**src/rtl/paddle_ctrl_multi.sv**
```systemverilog
// N-channel paddle position controller: per-channel IDLE/UP/DOWN FSM with speed ramp, updated on frame ticks.
// Optional PADDLE_AUTO_EN adds auto_mode/target_y tracking with a DEADBAND parameter.

module paddle_ctrl_chan #(
   parameter int Y_W        = 10,
   parameter int Y_MIN      = 30,
   parameter int Y_MAX      = 329,
   parameter int Y_INIT     = 180,
   parameter int DELTA_MIN  = 1,
   parameter int DELTA_MAX  = 8,
   parameter int RAMP_TICKS = 4
`ifdef PADDLE_AUTO_EN
  ,parameter int DEADBAND   = 4
`endif
) (
   input  logic           clk,
   input  logic           reset,
   input  logic           tick,
   input  logic           up,
   input  logic           down,
`ifdef PADDLE_AUTO_EN
   input  logic           auto_mode,
   input  logic [Y_W-1:0] target_y,
`endif
   output logic [Y_W-1:0] y,
   output logic           moving,
   output logic           at_limit
);

   localparam int SPD_W = $clog2(DELTA_MAX + 1);
   localparam int CNT_W = (RAMP_TICKS > 1) ? $clog2(RAMP_TICKS) : 1;

   localparam logic [Y_W-1:0]   YMIN    = Y_W'(Y_MIN);
   localparam logic [Y_W-1:0]   YMAX    = Y_W'(Y_MAX);
   localparam logic [Y_W-1:0]   YINIT   = Y_W'(Y_INIT);
   localparam logic [Y_W:0]     YMIN_X  = (Y_W+1)'(Y_MIN);
   localparam logic [Y_W:0]     YMAX_X  = (Y_W+1)'(Y_MAX);
   localparam logic [SPD_W-1:0] DMIN_S  = SPD_W'(DELTA_MIN);
   localparam logic [SPD_W-1:0] DMAX_S  = SPD_W'(DELTA_MAX);
   localparam logic [CNT_W-1:0] CNT_TOP = CNT_W'(RAMP_TICKS - 1);
   localparam logic             INIT_LIM = (Y_INIT == Y_MIN) || (Y_INIT == Y_MAX);

   typedef enum logic [1:0] {IDLE, UP, DOWN} state_t;

   state_t           state, state_nx;
   logic [SPD_W-1:0] spd, spd_nx;
   logic [CNT_W-1:0] cnt, cnt_nx;
   logic [Y_W-1:0]   y_nx;
   logic [Y_W-1:0]   step;
   logic [Y_W:0]     sum, lo_thr;
   logic             req_up, req_dn, no_ramp;

`ifdef PADDLE_AUTO_EN
   localparam logic [Y_W-1:0] HALF = Y_W'(DELTA_MAX / 2);
   localparam logic [Y_W:0]   DB_X = (Y_W+1)'(DEADBAND);
   logic [Y_W-1:0] diff;
`endif

   always_comb begin
      req_up  = up & ~down;
      req_dn  = down & ~up;
      no_ramp = 1'b0;
`ifdef PADDLE_AUTO_EN
      diff = (target_y > y) ? (target_y - y) : (y - target_y);
      if (auto_mode) begin
         req_up  = {1'b0, target_y} > ({1'b0, y} + DB_X);
         req_dn  = ({1'b0, target_y} + DB_X) < {1'b0, y};
         no_ramp = 1'b1;
      end
`endif
   end

   always_comb begin
      state_nx = state;
      spd_nx   = spd;
      cnt_nx   = cnt;
      y_nx     = y;
      step     = Y_W'(spd);
      sum      = '0;
      lo_thr   = '0;
      if (tick) begin
         if (req_up || req_dn) begin
            state_nx = req_up ? UP : DOWN;
            // Entering or reversing restarts the ramp; continuing advances it.
            if ((state != state_nx) || no_ramp) begin
               spd_nx = DMIN_S;
               cnt_nx = '0;
            end else if (cnt == CNT_TOP) begin
               cnt_nx = '0;
               spd_nx = (spd >= DMAX_S) ? DMAX_S : spd + SPD_W'(1);
            end else begin
               cnt_nx = cnt + CNT_W'(1);
            end
            step = Y_W'(spd_nx);
`ifdef PADDLE_AUTO_EN
            if (auto_mode)
               step = (diff < HALF) ? diff : HALF;
`endif
            sum    = {1'b0, y} + {1'b0, step};
            lo_thr = YMIN_X + {1'b0, step};
            if (req_up)
               y_nx = (sum > YMAX_X) ? YMAX : sum[Y_W-1:0];
            else
               y_nx = ({1'b0, y} < lo_thr) ? YMIN : (y - step);
         end else begin
            state_nx = IDLE;
            spd_nx   = DMIN_S;
            cnt_nx   = '0;
         end
      end
   end

   always_ff @(posedge clk) begin
      if (reset) begin
         state    <= IDLE;
         spd      <= DMIN_S;
         cnt      <= '0;
         y        <= YINIT;
         moving   <= 1'b0;
         at_limit <= INIT_LIM;
      end else begin
         state    <= state_nx;
         spd      <= spd_nx;
         cnt      <= cnt_nx;
         y        <= y_nx;
         moving   <= (state_nx != IDLE);
         at_limit <= (y_nx == YMIN) || (y_nx == YMAX);
      end
   end

endmodule

module paddle_ctrl_multi #(
   parameter int N_PADDLES  = 2,
   parameter int Y_W        = 10,
   parameter int Y_MIN      = 30,
   parameter int Y_MAX      = 329,
   parameter int Y_INIT     = 180,
   parameter int DELTA_MIN  = 1,
   parameter int DELTA_MAX  = 8,
   parameter int RAMP_TICKS = 4
`ifdef PADDLE_AUTO_EN
  ,parameter int DEADBAND   = 4
`endif
) (
   input  logic                     clk,
   input  logic                     reset,
   input  logic                     tick,
   input  logic [N_PADDLES-1:0]     up,
   input  logic [N_PADDLES-1:0]     down,
`ifdef PADDLE_AUTO_EN
   input  logic [N_PADDLES-1:0]     auto_mode,
   input  logic [N_PADDLES*Y_W-1:0] target_y,
`endif
   output logic [N_PADDLES*Y_W-1:0] y,
   output logic [N_PADDLES-1:0]     moving,
   output logic [N_PADDLES-1:0]     at_limit
);

   for (genvar i = 0; i < N_PADDLES; i++) begin : g_chan
      paddle_ctrl_chan #(
         .Y_W(Y_W), .Y_MIN(Y_MIN), .Y_MAX(Y_MAX), .Y_INIT(Y_INIT),
         .DELTA_MIN(DELTA_MIN), .DELTA_MAX(DELTA_MAX), .RAMP_TICKS(RAMP_TICKS)
`ifdef PADDLE_AUTO_EN
        ,.DEADBAND(DEADBAND)
`endif
      ) u_chan (
         .clk      (clk),
         .reset    (reset),
         .tick     (tick),
         .up       (up[i]),
         .down     (down[i]),
`ifdef PADDLE_AUTO_EN
         .auto_mode(auto_mode[i]),
         .target_y (target_y[i*Y_W +: Y_W]),
`endif
         .y        (y[i*Y_W +: Y_W]),
         .moving   (moving[i]),
         .at_limit (at_limit[i])
      );
   end

endmodule

```
**config.mk**
```make
export PLATFORM = sky130hd
export DESIGN_NAME = paddle_ctrl_multi
export DESIGN_NICKNAME = d
export VERILOG_FILES = /design/src/rtl/paddle_ctrl_multi.sv
export SDC_FILE = /design/constraint.sdc
export NUM_CORES = 1
export LEC_CHECK = 0
export BUFFER_PORTS_ARGS = -buffer_cell sky130_fd_sc_hd__buf_2
export CORE_MARGIN = 2
export CORE_UTILIZATION = 50
export CTS_CLUSTER_SIZE = 25
export DETAILED_ROUTE_END_ITERATION = 16
export PLACE_DENSITY_LB_ADDON = 0.12
export SLEW_MARGIN = 20
export SYNTH_ARGS = -nofsm -noshare
export SYNTH_HDL_FRONTEND = slang
export SYNTH_SLANG_ARGS = --single-unit
```
**constraint.sdc**
```tcl
create_clock -name clk -period 5.75 [get_ports clk]
set_input_delay 1.15 -clock clk [delete_from_list [all_inputs] [get_ports clk]]
set_output_delay 1.15 -clock clk [all_outputs]
set_load 0.1 [all_outputs]
```
=== Word-level counts from Yosys, hierarchy flattened ===
Index checks and enable logic that the tools add are counted.
Widths: inputs -> output; s select.

* Add/subtract/negate cells: 10
* Order comparisons: 6
* Equality and inequality tests: 8
* Multiplexer cells: 34
* Bitwise logic cells: 8
* Reduce and logical (&&, ||, !) cells: 6

{| class="wikitable"
|+ Operators with widths
! kind !! number
|-
| $mux 10 || 10
|-
| $mux 4 || 12
|-
| $mux 2 || 12
|-
| $add 10x4->11 || 2
|-
| $gt 11x9->1 const B || 2
|-
| $lt 10x11->1 || 2
|-
| $eq 10x5->1 const B || 2
|-
| $eq 10x9->1 const B || 2
|-
| $sub 10x4->10 || 2
|-
| $add 5x4->6 const A || 2
|-
| $add 4x1->4 const B || 2
|-
| $ge 4x4->1 const B || 2
|-
| $add 2x1->2 const B || 2
|-
| $and 1x1->1 || 4
|-
| $eq 2x2->1 const B || 2
|-
| $logic_or 1x1->1 || 4
|-
| $ne 2x2->1 || 2
|-
| $not 1->1 || 4
|-
| $reduce_bool 2->1 || 2
|}

* Register bits after elaboration: 40
* Bits of input ports: 7
* Output and inout bits: 24
* Word-level logic and storage cells: 84

=== Longest topological paths before layout ===
* Depth after elaboration: 15
* Mapped depth: 20

=== Cells and area by module ===
From an unflattened synthesis, not the netlist that was laid out.

* Cell total of the unflattened synthesis: 500
* Area total of the unflattened synthesis: 3911.3 µm²

{| class="wikitable"
|+ By module, submodules not included
! module !! instances !! cells each !! area an instance (µm²)
|-
| paddle_ctrl_chan (g_chan[0].u_chan) || 1 || 251 || 1981.9
|-
| paddle_ctrl_chan (g_chan[1].u_chan) || 1 || 249 || 1929.4
|}

=== Worst setup path before layout ===
Ideal clock, no wire load.

* Path kind: in2reg
* Start: in down[0]
* End: reg g_chan[0].u_chan.at_limit
* Setup time: 70 ps
* Arrival: 5048 ps
* Path slack: 632 ps
* Stages on the path: 17
* Path through: inv_1 ha_1 clkbuf_1 nand2_1 o21ai_0 o211ai_1 ha_1 fa_1 nor2b_1 o31ai_4 o21ai_0 mux2i_2 a211oi_1 a221o_1 or3b_1 or4_1 a21oi_1

* Cells in the longest elaborated chain, start to end: 15
* Elaborated cells on any way between the ends: 22
* Classes of those cells: add/sub (3); order compare (2); eq/ne (3); mux (9); bitwise (3); reduce/logical (2)

{| class="wikitable"
|+ Ends and longest elaborated chain
! element !! line !! source
|-
| from (decl) || 150 || <nowiki>input logic [N_PADDLES-1:0] down,</nowiki>
|-
| $not 1->1 || 60 || <nowiki>req_up = up & ~down;</nowiki>
|-
| $and 1x1->1 || 60 ||
|-
| $mux 2 || 83 || <nowiki>state_nx = req_up ? UP : DOWN;</nowiki>
|-
| $ne 2x2->1 || 85 || <nowiki>if ((state != state_nx) || no_ramp) begin</nowiki>
|-
| $mux 4 || 85 ||
|-
| $mux 4 || 82 || <nowiki>if (req_up || req_dn) begin</nowiki>
|-
| $mux 4 || 81 || <nowiki>if (tick) begin</nowiki>
|-
| $add 10x4->11 / $add 5x4->6 (equally long branches) || 99, 100 ||
|-
| $gt 11x9->1 / $lt 10x11->1 (equally long branches) || 102, 104 ||
|-
| $mux 10 (on tied branches) || 102, 104 ||
|-
| $mux 10 || 101 || <nowiki>if (req_up)</nowiki>
|-
| $mux 10 * || 82 ||
|-
| $mux 10 * || 81 ||
|-
| $eq 10x5->1 / $eq 10x9->1 (equally long branches) || 127 || <nowiki>at_limit <= (y_nx == YMIN) || (y_nx == YMAX);</nowiki>
|-
| $logic_or 1x1->1 * || 127 ||
|-
| to (signal assigned) || 127 ||
|-
| to (decl) || 27 || <nowiki>output logic at_limit</nowiki>
|}

Every way passes the cells marked *; elsewhere a longest branch is shown, timed or not. The select of a mux whose other input is x is not followed.
A chain may end at the register's enable or synchronous reset.

=== Worst setup path in the final report ===
Ends and elaborated chain as after synthesis.

==> results.sh <==
export IMPL_cts_resized=0
export IMPL_syn_nets=561
export IMPL_core_area_mm2=0.00761
export IMPL_count_of_h_tree_levels_built_during_cts=2
export IMPL_irDropWorstVdd_mv=0.114
export IMPL_drcViolationCount=0
export IMPL_worstSetupStartpointType="input port"
export IMPL_synthesis_area_per_instance_um2=7.57
export IMPL_postSynth_asyncResetShare_pct=0
export IMPL_grt_antenna_before_repair=0
export IMPL_critical_path_n_buffers_inverters=2
export IMPL_cts_root_buf="clkbuf_8"
export IMPL_areaGrowthSynthToFinish_pct=7.94
export IMPL_postCtsSetupBuffers=0
export IMPL_mapped_cell_area_mm2=0.00388
export IMPL_slew_limit_headroom_pct=56.0
export IMPL_gp_congestion=0.930
export IMPL_power_internal_uw=484
export IMPL_critPathTopFamily="compound AO/OA/AOI/OAI gates"
export IMPL_antenna_cells=0
export IMPL_hold_path_class="reg2reg"
export IMPL_final_setup_worst_slack_ns=0.627
export IMPL_cts_hold_repair_buffers=0
export IMPL_timing_clock_skew_ns=0.00803
export IMPL_worst_ep_required_time_ns=5.99
export IMPL_max_cap_violations=0
export IMPL_hpwl_mm=7.75
export IMPL_p_sw_share_pct=36.7
export IMPL_ant_nets=0
export IMPL_maxSlewViolCount=0
export IMPL_yosys_warnings=0
export IMPL_pwr_share_seq_pct=40.1
export IMPL_synth_cell_types=77
export IMPL_rsz_0062_raised_after_global_routing="false"
export IMPL_p_clk_share_pct=31.1
export IMPL_dr_pass1_iters=5
export IMPL_vias=3816
export IMPL_initial_core_util_pct=51.0
export IMPL_clk_insertion_delay_late_ns=0.30
export IMPL_run_status="finished clean"
export IMPL_fin_crit_sh_pct=89.1
export IMPL_worstPathCellList="buf_2, inv_1, ha_1, nand2_1, o21ai_0, o211ai_1, ha_1, fa_1, nor2b_1, o31ai_4, o21ai_0, a21boi_0, o311ai_2, o22ai_1, o311ai_0, or4b_1, a21oi_1"
export IMPL_yosys_register_bits=40
export IMPL_power_switching_uw=281
export IMPL_drt_iter0_markers=93
export IMPL_cts_tree="done"
export IMPL_post_placement_worst_setup_slack_ns=0.342
export IMPL_report_final_hold_viol_count=0
export IMPL_floorplan_die_width_um=92.1
export IMPL_period_needed_ns=5.12
export IMPL_finalWirelength_mm=10.1
export IMPL_synth_xor_area_share_pct=2.26
export IMPL_largest_family_of_logic_cells_by_synthesized_area="simple AND/OR/NAND/NOR gates"
export IMPL_die_height_um=92.1
export IMPL_finish_instance_area_mm2=0.00419
export IMPL_leakagePower_uw=0.00173
export IMPL_grt_usage_pct=24.6
export IMPL_most_common_layout_cells="55 x nor2_1, 41 x nand2_1, 40 x dfxtp_1"
export IMPL_via_count_of_the_first_global_routing_pass=3641
export IMPL_tightest_slew_ns=0.659
export IMPL_detail_route_wl_per_cell_um=16.0
export IMPL_place_area_mm2=0.00407
export IMPL_worst_path_max_delay_cell="or4b_1"
export IMPL_share_of_the_synthesized_area_in_compound_gates_ao_oa_aoi_oai_pct=26.7
export IMPL_layout_commonest_cell="nor2_1"
export IMPL_worst_setup_path_type="in2reg"
export IMPL_ys_seq_area_share_pct=20.7
export IMPL_synth_flop_cell="dfxtp_1"
export IMPL_post_synth_inst_count=512
export IMPL_wire_length_of_the_first_global_routing_pass_mm=17.1
export IMPL_max_freq_mhz=195
export IMPL_power_density_mw_per_mm2=183
export IMPL_maximum_number_of_pins_on_one_net_before_global_route_repair=39
export IMPL_row_count=32
export IMPL_remaining_global_route_overflow=0
export IMPL_synth_edff_count=0
export IMPL_cts_sinks=40
export IMPL_die_area_mm2=0.00848
export IMPL_post_route_cells_drive_above_1_share_pct=11.5
export IMPL_synth_simple_gate_area_share_pct=27.3
export IMPL_share_comb_of_total_power_pct=28.8
export IMPL_detail_route_vias_per_cell=6.05
export IMPL_slowest_delay_ns=0.51
export IMPL_cts_clk_slew_worst_paths_ns=0.08
export IMPL_top_level_ports=31
export IMPL_port_buffers=30
export IMPL_count_of_final_setup_violators=0
export IMPL_fin_setup_tns_ns=0
export IMPL_cts_root_to_sink_buffers=2
export IMPL_critPathCaptureType="register"
export IMPL_reg2reg_setup_slack_ns=1.41
export IMPL_muxShareOfSynthArea_pct=2.19
export IMPL_post_synth_fa_ha_maj_area_fraction_pct=14.3
export IMPL_worst_ep_arrival_time_ns=5.36
export IMPL_nNetsFinal=577
export IMPL_timing_critical_path_fanout_max=9
export IMPL_cts_buffers=5
-- Yosys cell counts (6+ instances only) --
library cell | instances | area [um2]
nor2_1 | 55 | 206
nand2_1 | 41 | 154
dfxtp_1 | 40 | 801
ha_1 | 38 | 475
o21ai_0 | 37 | 185
inv_1 | 32 | 120
a21oi_1 | 26 | 130
nor2b_1 | 22 | 138
nor3_1 | 17 | 85.1
nand2b_1 | 15 | 93.8
clkbuf_1 | 14 | 52.6
nand3_1 | 12 | 60.1
xnor2_1 | 9 | 78.8
a22oi_1 | 7 | 52.6
o22ai_1 | 7 | 43.8
a21o_1 | 6 | 45.0
mux2i_1 | 6 | 60.1
-- through the flow --
| stage | hold slack [ns] | total power (uW) | cells | util, % |
|---|---|---|---|---|
| after global placement | 0.469 | 529 | 623 | 53.5 |
| after floorplan | 0.454 | 485 | 512 | - |
| after CTS | 0.499 | 772 | 631 | 55.0 |
| after global routing | 0.532 | 802 | 631 | 55.0 |
| final | 0.492 | 765 | 631 | 55.0 |
| after detailed placement | 0.477 | 531 | 623 | 53.5 |
-- power groups by stage --
stage	sequential [uW]	combinational (uW)	clock, uW
floorplan	357	128	0
global placement	313	216	0
detailed placement	313	218	0
CTS	306	219	246
global route	309	239	255
finish	307	220	238
-- sequential cells by signal (all words and copies together) (netlist names) --
name and flops:
g_chan.u_chan.y 20, g_chan.u_chan.state 4, g_chan.u_chan.at_limit 2, g_chan.u_chan.cnt 4, g_chan.u_chan.spd 8, g_chan.u_chan.moving 2
-- cell families after synthesis --
| kind of cell | Yosys count |
|---|---|
| AND/OR/NAND/NOR | 205 |
| XOR/XNOR | 10 |
| buffers and inverters | 60 |
| AO/OA/AOI/OAI | 147 |
| flip-flops | 40 |
| adder cells (fa/ha/maj) | 42 |
| multiplexers | 8 |
-- path summary, 6_finish.rpt --
kind / from / to / depth (start not counted)
worst max-delay path: down[0] / g_chan[0].u_chan.at_limit / 17
worst min-delay path: g_chan[0].u_chan.cnt[1] / g_chan[0].u_chan.cnt[1] / 2
worst max register to register: g_chan[0].u_chan.cnt[0] / g_chan[0].u_chan.at_limit / 15
worst min register to register: g_chan[0].u_chan.cnt[1] / g_chan[0].u_chan.cnt[1] / 2
-- worst register-to-register path, stage by stage, from the launching register on --
cell      delay, ns
dfxtp_1        0.36
ha_1           0.31
nand2_1        0.08
mux2_2         0.26
nor2_1         0.08
o21ai_0        0.18
ha_1           0.47
nor2b_1        0.29
a211oi_2       0.10
o21ai_0        0.33
a21boi_0       0.23
o311ai_2       0.43
o22ai_1        0.13
o311ai_0       0.38
or4b_1         0.51
a21oi_1        0.13
-- metal layers --
layer	vias to the layer above	wire length (um)	track usage, %
li1	1896	-	-
met1	1780	4350	29.3
met2	116	4950	44.1
met3	24	494	2.79
met4	0	311	11.2
met5	-	0	0
-- area by class of cell --
cell class              count  area [um2]
fillers                   735        3420
multi-input cells         412        2820
flip-flops and latches     40         801
repair buffers             37         203
well taps                 102         128
inverters                  32         120
clock buffers               5        68.8
clock inverters             3        46.3
No activity file was read; power rests on OpenSTA's default activity.
